## src/rtl/alu_seq_pkg.sv

```systemverilog
// Shared types for the multi-byte ALU sequencer: op encodings, FSM states,
// and the pad bits appended to the op when forming the ALU command.
package alu_seq_pkg;

    typedef enum logic [2:0] {
        OP_ADD = 3'b000,
        OP_XOR = 3'b100,
        OP_OR  = 3'b101,
        OP_AND = 3'b110,
        OP_SRL = 3'b111
    } op_e;

    typedef enum logic [1:0] {
        IDLE = 2'd0,
        EXEC = 2'd1,
        DONE = 2'd2
    } state_e;

    localparam logic [1:0] ALU_CMD_PAD = 2'b00;

    // ADD is the only legal op with op[2] clear.
    function automatic logic is_legal_op(input logic [2:0] op);
        return (op == OP_ADD) || op[2];
    endfunction

endpackage

```

## src/rtl/alu_seq.sv

```systemverilog
// Multi-byte sequencer: accepts one wide request, walks the 8-bit ALU one byte
// per cycle with carry/shift chaining, then presents the assembled response.
//
//  state | meaning
//  IDLE  | ready for a request; ALU and response outputs held at 0
//  EXEC  | one byte lane per cycle through the ALU, idx walks up (SRL: down)
//  DONE  | response valid and held until rsp_ready
module alu_seq
    import alu_seq_pkg::*;
#(
    parameter int NBYTES = 2
) (
    input  logic                  clk,
    input  logic                  rst_n,
    input  logic                  req_valid,
    output logic                  req_ready,
    input  logic [2:0]            req_op,
    input  logic [8*NBYTES-1:0]   req_a,
    input  logic [8*NBYTES-1:0]   req_b,
    output logic                  rsp_valid,
    input  logic                  rsp_ready,
    output logic [8*NBYTES-1:0]   rsp_data,
    output logic                  rsp_carry,
    output logic                  rsp_zero,
    output logic                  rsp_pari,
    output logic                  rsp_err,
    output logic [4:0]            alu_cmd,
    output logic [7:0]            alu_inA,
    output logic [7:0]            alu_inB,
    output logic                  alu_sc_i,
    input  logic [7:0]            alu_rslt,
    input  logic                  alu_sc_o
);

    localparam int W  = 8 * NBYTES;
    localparam int IW = $clog2(NBYTES) + 1;
    localparam logic [IW-1:0] IDX_LAST = IW'(NBYTES - 1);

    state_e          state_q, state_d;
    logic [2:0]      op_q;
    logic [W-1:0]    a_q, b_q, res_q;
    logic            carry_q, err_q;
    logic [IW-1:0]   idx_q;
    logic [IW+2:0]   lane;
    logic            is_srl, last_byte, in_exec, in_done;

    assign is_srl    = (op_q == OP_SRL);
    assign lane      = {idx_q, 3'b000};
    assign last_byte = is_srl ? (idx_q == '0) : (idx_q == IDX_LAST);
    assign in_exec   = (state_q == EXEC);
    assign in_done   = (state_q == DONE);

    always_ff @(posedge clk or negedge rst_n) begin
        if (!rst_n) begin
            state_q <= IDLE;
        end else begin
            state_q <= state_d;
        end
    end

    always_comb begin
        state_d = state_q;
        case (state_q)
            IDLE:    if (req_valid) state_d = is_legal_op(req_op) ? EXEC : DONE;
            EXEC:    if (last_byte) state_d = DONE;
            DONE:    if (rsp_ready) state_d = IDLE;
            default: state_d = IDLE;
        endcase
    end

    always_ff @(posedge clk or negedge rst_n) begin
        if (!rst_n) begin
            op_q    <= '0;
            a_q     <= '0;
            b_q     <= '0;
            res_q   <= '0;
            carry_q <= 1'b0;
            err_q   <= 1'b0;
            idx_q   <= '0;
        end else begin
            case (state_q)
                IDLE: begin
                    if (req_valid) begin
                        op_q    <= req_op;
                        a_q     <= req_a;
                        b_q     <= req_b;
                        res_q   <= '0;
                        carry_q <= 1'b0;
                        err_q   <= !is_legal_op(req_op);
                        idx_q   <= (req_op == OP_SRL) ? IDX_LAST : '0;
                    end
                end
                EXEC: begin
                    res_q[lane +: 8] <= alu_rslt;
                    // Logic ops never chain, so their carry stays at the cleared 0.
                    if (op_q == OP_ADD || is_srl) carry_q <= alu_sc_o;
                    idx_q <= is_srl ? idx_q - 1'b1 : idx_q + 1'b1;
                end
                default: ;
            endcase
        end
    end

    assign req_ready = (state_q == IDLE);

    assign alu_cmd  = in_exec ? {op_q, ALU_CMD_PAD} : '0;
    assign alu_inA  = in_exec ? a_q[lane +: 8] : '0;
    assign alu_inB  = (in_exec && !is_srl) ? b_q[lane +: 8] : '0;
    assign alu_sc_i = in_exec & carry_q;

    assign rsp_valid = in_done;
    assign rsp_data  = in_done ? res_q : '0;
    assign rsp_carry = in_done & carry_q;
    assign rsp_err   = in_done & err_q;
    assign rsp_zero  = in_done & (res_q == '0);
    assign rsp_pari  = in_done & (^res_q);

endmodule

```

## config.mk

```make
export PLATFORM = sky130hd
export DESIGN_NAME = alu_seq
export DESIGN_NICKNAME = d
export VERILOG_FILES = /design/src/rtl/alu_seq_pkg.sv /design/src/rtl/alu_seq.sv
export SDC_FILE = /design/constraint.sdc
export NUM_CORES = 1
export LEC_CHECK = 0
export CAP_MARGIN = 25
export CORE_UTILIZATION = 47
export CTS_BUF_LIST = sky130_fd_sc_hd__clkbuf_8 sky130_fd_sc_hd__clkbuf_16
export DETAILED_ROUTE_END_ITERATION = 8
export GPL_ROUTABILITY_DRIVEN = 1
export HOLD_SLACK_MARGIN = 0.12
export PLACE_DENSITY = 0.84
export SYNTH_ARGS = -nofsm -noshare
export SYNTH_HDL_FRONTEND = slang
export SYNTH_SLANG_ARGS = --single-unit
export TNS_END_PERCENT = 5
```

## constraint.sdc

```tcl
create_clock -name clk -period 3.1 [get_ports clk]
set_input_delay 0.62 -clock clk [delete_from_list [all_inputs] [get_ports clk]]
set_output_delay 0.62 -clock clk [all_outputs]
set_load 0.01 [all_outputs]
```

-- Word-level counts from Yosys, hierarchy flattened
Cells that the tools add are included.
- bits in registers: 57
- bits of input ports: 48
- output and inout bits: 44
- logic and storage cells: 65
- add/sub/neg operators: 3
- equality and inequality tests: 9
- shifts and indexed selects: 4
- muxes and demuxes: 20
- bitwise logic cells: 5
- reductions and logical operators: 16
- operators with widths (kind ; count):
    two-way mux 16 bit ; 2
    one-hot mux 16 bit (2 select lines) ; 1
    indexed part select 16 x 6 -> 8 bit ; 2
    bitwise mux 16 bit ; 1
    zero test 16 bit ; 1
    two-way mux 8 bit ; 2
    parity 16 bit ; 1
    variable shift 8 x 7 -> 16 bit (first input constant) ; 1
    indexed part select 8 x 7 -> 16 bit ; 1
    two-way mux 2 bit ; 6
    negation 5 -> 7 bit ; 1
    equality test 3 bit (second input constant) ; 2
    zero test 3 bit ; 2
    != test 2 bit (second input constant) ; 3
    one-hot mux 2 bit (3 select lines) ; 1
    AND reduction 3 bit ; 2
    AND 1 bit ; 5
    two-way mux 5 bit ; 1
    equality test 2 x 1 -> 1 bit (second input constant) ; 2
    zero test 2 bit ; 2
    two-way mux 1 bit ; 4
    one-hot mux 2 bit (2 select lines) ; 1
    AND reduction 2 bit ; 2
    adder 2 x 1 -> 2 bit (second input constant) ; 1
    8 further kinds ; 10

-- Depth between registers and ports, before layout
Gate-level depths: netlist of run 1.
- depth after elaboration: 5
- mapped depth: 7
- mapped depth without buffers: 6

-- Worst setup path before layout of run 1
No wires, ideal clock.
- kind: reg2reg
- start point: reg idx_q[0]
- end point: reg res_q[0]
- library setup time: 67 ps
- arrival time: 1930 ps
- setup slack: 1103 ps
- cell stages (with the launch flop): 7
- path buffers: 2
- period minus slack after synthesis: 1997 ps
- cells stage by stage: dfrtp_1 -> buf_4 -> buf_2 -> inv_1 -> ha_1 -> nor4b_4 -> a22o_1
- word-level cells in the longest chain between the ends: 4
- ends and longest elaborated chain (item ; RTL line ; RTL):
    start: declaration ; alu_seq.sv:43 ; logic [IW-1:0] idx_q;
    start signal: assignment ; alu_seq.sv:90 ; idx_q <= (req_op == OP_SRL) ? IDX_LAST : '0;
    start signal: assignment ; alu_seq.sv:97 ; idx_q <= is_srl ? idx_q - 1'b1 : idx_q + 1'b1;
    negation 5 -> 7 bit * ; alu_seq.sv:94 ; res_q[lane +: 8] <= alu_rslt;
    indexed part select 8 x 7 -> 16 bit or variable shift 8 x 7 -> 16 bit (tied branches) ; alu_seq.sv:94 ;
    bitwise mux 16 bit * ; alu_seq.sv:94 ;
    one-hot mux 16 bit (2 select lines) * ; alu_seq.sv:81 ; case (state_q)
    end signal: indexed assignment ; alu_seq.sv:94 ;
    end: declaration ; alu_seq.sv:41 ; logic [W-1:0] a_q, b_q, res_q;
Every way passes the cells marked *; elsewhere a longest branch is shown, timed or not.
A chain may end at the register's enable or synchronous reset.

-- Worst setup path in the final report of run 1
- start point: reg state_q[0]
- end point: out alu_inB[7]
- word-level cells in the longest chain between the ends: 3
- ends and longest elaborated chain (item ; RTL line ; RTL):
    start: declaration ; alu_seq.sv:39 ; state_e state_q, state_d;
    start signal: assignment ; alu_seq.sv:57 ; state_q <= state_d;
    equality test 2 x 1 -> 1 bit ; alu_seq.sv:50 ; assign in_exec = (state_q == EXEC);
    logical AND 1 bit ; alu_seq.sv:108 ; assign alu_inB = (in_exec && !is_srl) ? b_q[lane +: 8] : '0;
    two-way mux 8 bit ; alu_seq.sv:108 ;
    end: declaration ; alu_seq.sv:29 ; output logic [7:0] alu_inB,
No other way between the ends.

==> results of run 1 <==
==> state kept, by name, summed over array words and instances (netlist names) <==
register	count
b_q	16
res_q	16
carry_q	1
a_q	16
state_q	2
err_q	1
op_q	3
idx_q	2
==> cells in the mapped netlist <==
cell	n	area, sq um
inv_1	20	75.1
xor2_1	2	17.5
buf_6	4	45.0
buf_2	2	10.0
nand4b_1	1	8.76
o22ai_1	2	12.5
and2_1	24	150
mux2i_1	17	170
xnor2_1	6	52.6
nor2_1	19	71.3
nand2b_1	1	6.26
nand4_1	1	6.26
o21ai_0	4	20.0
nor4b_4	1	23.8
buf_4	6	45.0
a21o_1	2	15.0
a21oi_1	3	15.0
dfrtp_1	57	1430
ha_1	12	150
a22o_1	17	149
nand3_1	4	20.0
or3_1	1	6.26
clkbuf_1	4	15.0
nor2_4	1	11.3
o21bai_1	1	7.51
a31oi_1	2	12.5
nand2b_4	1	13.8
nor3b_1	1	7.51
conb_1	1	3.75
nand2_1	112	420
nor3_1	1	5.00
and2b_1	1	7.51
==> kinds of logic after synthesis <==
| family | Yosys count | synth area share (%) |
|---|---|---|
| buffers and inverters | 36 | 6.34 |
| adder cells (fa/ha/maj) | 12 | 5.00 |
| AND/OR/NAND/NOR | 169 | 25.3 |
| AO/OA/AOI/OAI | 31 | 7.71 |
| flip-flops | 57 | 47.5 |
| XOR/XNOR | 8 | 2.34 |
| other | 1 | 0.125 |
| multiplexers | 17 | 5.67 |
==> cell usage in the layout (no fill, tap or decap), types with 2 or more instances in the layout <==
master / Yosys / routed
a21o_1: 2 / 2
o22ai_1: 2 / 2
nand2_1: 112 / 112
buf_4: 6 / 4
a31oi_1: 2 / 2
mux2i_1: 17 / 17
o21ai_0: 4 / 4
a21oi_1: 3 / 3
clkdlybuf4s50_1: 0 / 88
a22o_1: 17 / 17
nand3_1: 4 / 4
dfrtp_1: 57 / 57
clkbuf_8: 0 / 11
xor2_1: 2 / 2
xnor2_1: 6 / 6
clkinv_2: 0 / 2
ha_1: 12 / 12
inv_1: 20 / 21
conb_1: 1 / 2
nor2_1: 19 / 19
and2_1: 24 / 24
==> where the power goes <==
| group | internal, uW | leakage, uW | switching (uW) |
|---|---|---|---|
| Sequential | 1040 | 0.000731 | 229 |
| Combinational | 759 | 0.00113 | 772 |
| Clock | 405 | 0.000106 | 280 |
==> worst min path at each step <==
stage	slack (ns)	from	to	depth (start not counted)
2_1_floorplan	0.32	rst_n	a_q[0]$_DFFE_PN0P_	0
3_3_place_gp	0.46	err_q$_DFFE_PN0P_	err_q$_DFFE_PN0P_	2
3_5_place_dp	0.46	a_q[0]$_DFFE_PN0P_	a_q[0]$_DFFE_PN0P_	2
4_1_cts	0.36	rst_n	b_q[12]$_DFFE_PN0P_	1
5_1_grt	0.39	rst_n	b_q[12]$_DFFE_PN0P_	1
6_report	0.33	rst_n	b_q[12]$_DFFE_PN0P_	1
==> metal layers <==
layer | up-vias | share of wire [%]
li1 | 1237 | -
met1 | 1157 | 42
met2 | 81 | 50
met3 | 14 | 6.3
met4 | 0 | 2.0
met5 | - | 0
==> metrics by stage <==
stage,cells,hold slack (ns)
2_1_floorplan,332,0.324
3_3_place_gp,485,0.456
3_5_place_dp,485,0.461
4_1_cts,500,0.356
5_1_grt,500,0.387
6_report,500,0.332
==> cell type report <==
class	instances	share of cell area, %
Sequential cell	57	34.7
Multi-Input combinational cell	239	33.7
Timing Repair Buffer	94	22.7
Clock buffer	11	3.68
Tap cell	75	2.28
Inverter	20	1.82
Clock inverter	4	1.06
==> impl_results.md, run 1 <==
- Status: completed
- CP Max Fanout: 8
- CP endpoint kind: output port
- Clock buffer depth: 2
- Pre-CTS worst setup slack: about 0.58 ns
- Slew headroom: 52.2%
- Final hold vios: 0
- Setup-failing EPs final: 0
- Unique masters post-synth: 32
- GR peak layer: met2
- Final min period: 2.89 ns
- Final number of max-transition violations: 0
- CTS resizes: 0
- GPL Wtd Cong: 0.819
- Syn Inst Count: 331
- Die span in x: 81.9 um
- CP top delay family: buffers and inverters
- Worst path slowest cell: clkdlybuf4s50_1
- Clk sink count: 57
- Worst setup SP type: flop
- Setup TNS: 0 ns
- Max incr delay on CP: 0.56 ns
- Worst Path Buf+Inv: 2
- Reg area: 0.00143 sq mm
- Max rail drop VDD: between 0.5 and 0.6 mV
- Grt ovf: 0
- WL final: 6690 um
- Multi-input gate area: roughly 0.0014 sq mm
- Finished Cell Area: approximately 0.0041 sq mm
- Seq/Total Area, Yosys: 47.5%
- HP Class: in -> async
- Avg Inst Size Synth: between 9 and 10 sq um
- Met2 GRT Util: 39.4%
- GR Util met1: roughly 27%
- Port bufs: a little under 90
- Post-layout power: 3480 uW
- Synth-to-layout area growth: 37.1%
- Req. time, crit path: ~2.5 ns
- DRT antenna net count: 0
- Fin util: 68.3%
- Worst Tran Pin Value: 0.717 ns
- Die area: 0.00671 sq mm
- Vias in the first global route: 2561
- Total I/O pin count: 92
- Starting Density: around half
- Num CTS Buffers: 9
- Worst-Skew Late Latency: 0.33 ns
- Total track usage: 22.9%
- Drt via density: about 5.0
- Number of DRC markers in iteration 0: 133
- Reg2Reg Launch Point: idx_q[0]$_DFFE_PN0P_
- FP Rows: 28
- Final period util: between 90 and 100%
- M3 GR Usage: 5.00%
- Core Area: 0.00603 sq mm
- Root buffer cell: clkbuf_8
- Drt first pass iters: 4
- H-tree levels: 3
- Share of layout cells above drive strength 1: 5.41%
- Max Cap Viol: 0
- Seq cells post-synth: 57
- Post-detail-place hpwl: 5020 um
- Post-route DRC: 0
- Unrepaired setup endpoints after global routing: no
- Worst path depth: 5
- Yosys warning count: 0
- Antenna violations before repair: 0
- Beginning of the critical path: state_q[0]$_DFFE_PN0P_
- Final net count: 481
- Dpl cell area: between 0.003 and 0.004 sq mm
- # hold bufs at CTS: 0
- Setup CP Type: reg -> out
- Worst R2R End: res_q[14]$_DFFE_PN0P_
- PwrDens: 847 mW/mm^2
- Vias: 2489
- Critical-path cell list: inv_1 > nor2_4 > nand3_1 > nor2_1 > clkdlybuf4s50_1
- Largest net degree at the start of global routing: 34
- Clock-pin slew on the worst setup and hold paths: 0.07 ns
- End point of the critical path: alu_inB[7]
- CTS tree: done
- Reg2reg path depth: 5
- WL/cell: 13.4 um
- Synth Cell Area: between 0.003 and 0.004 sq mm
- Setup WS post-layout: 0.205 ns
- Die height: approximately 80 um
- Leak: approximately 0.002 uW
- Setup bufs post-CTS: 0
- Fmax: between 0.3 and 0.4 GHz
- ANT cells: 0
- Worst R2R Setup Slack: 0.85 ns
- Fillers: 472
- First-pass GRT wire length: 11400 um
- Clock Skews: 0.00902 ns
- Crit path arrival time: 2.27 ns
(Power assumes the default switching activity.)
==> run 2, diff against run 1 <==
SKIP_LAST_GASP = 1   (was unset)
==> results of run 2 <==
Same layout as run 1: the final DEF is identical, and so are final timing and power.
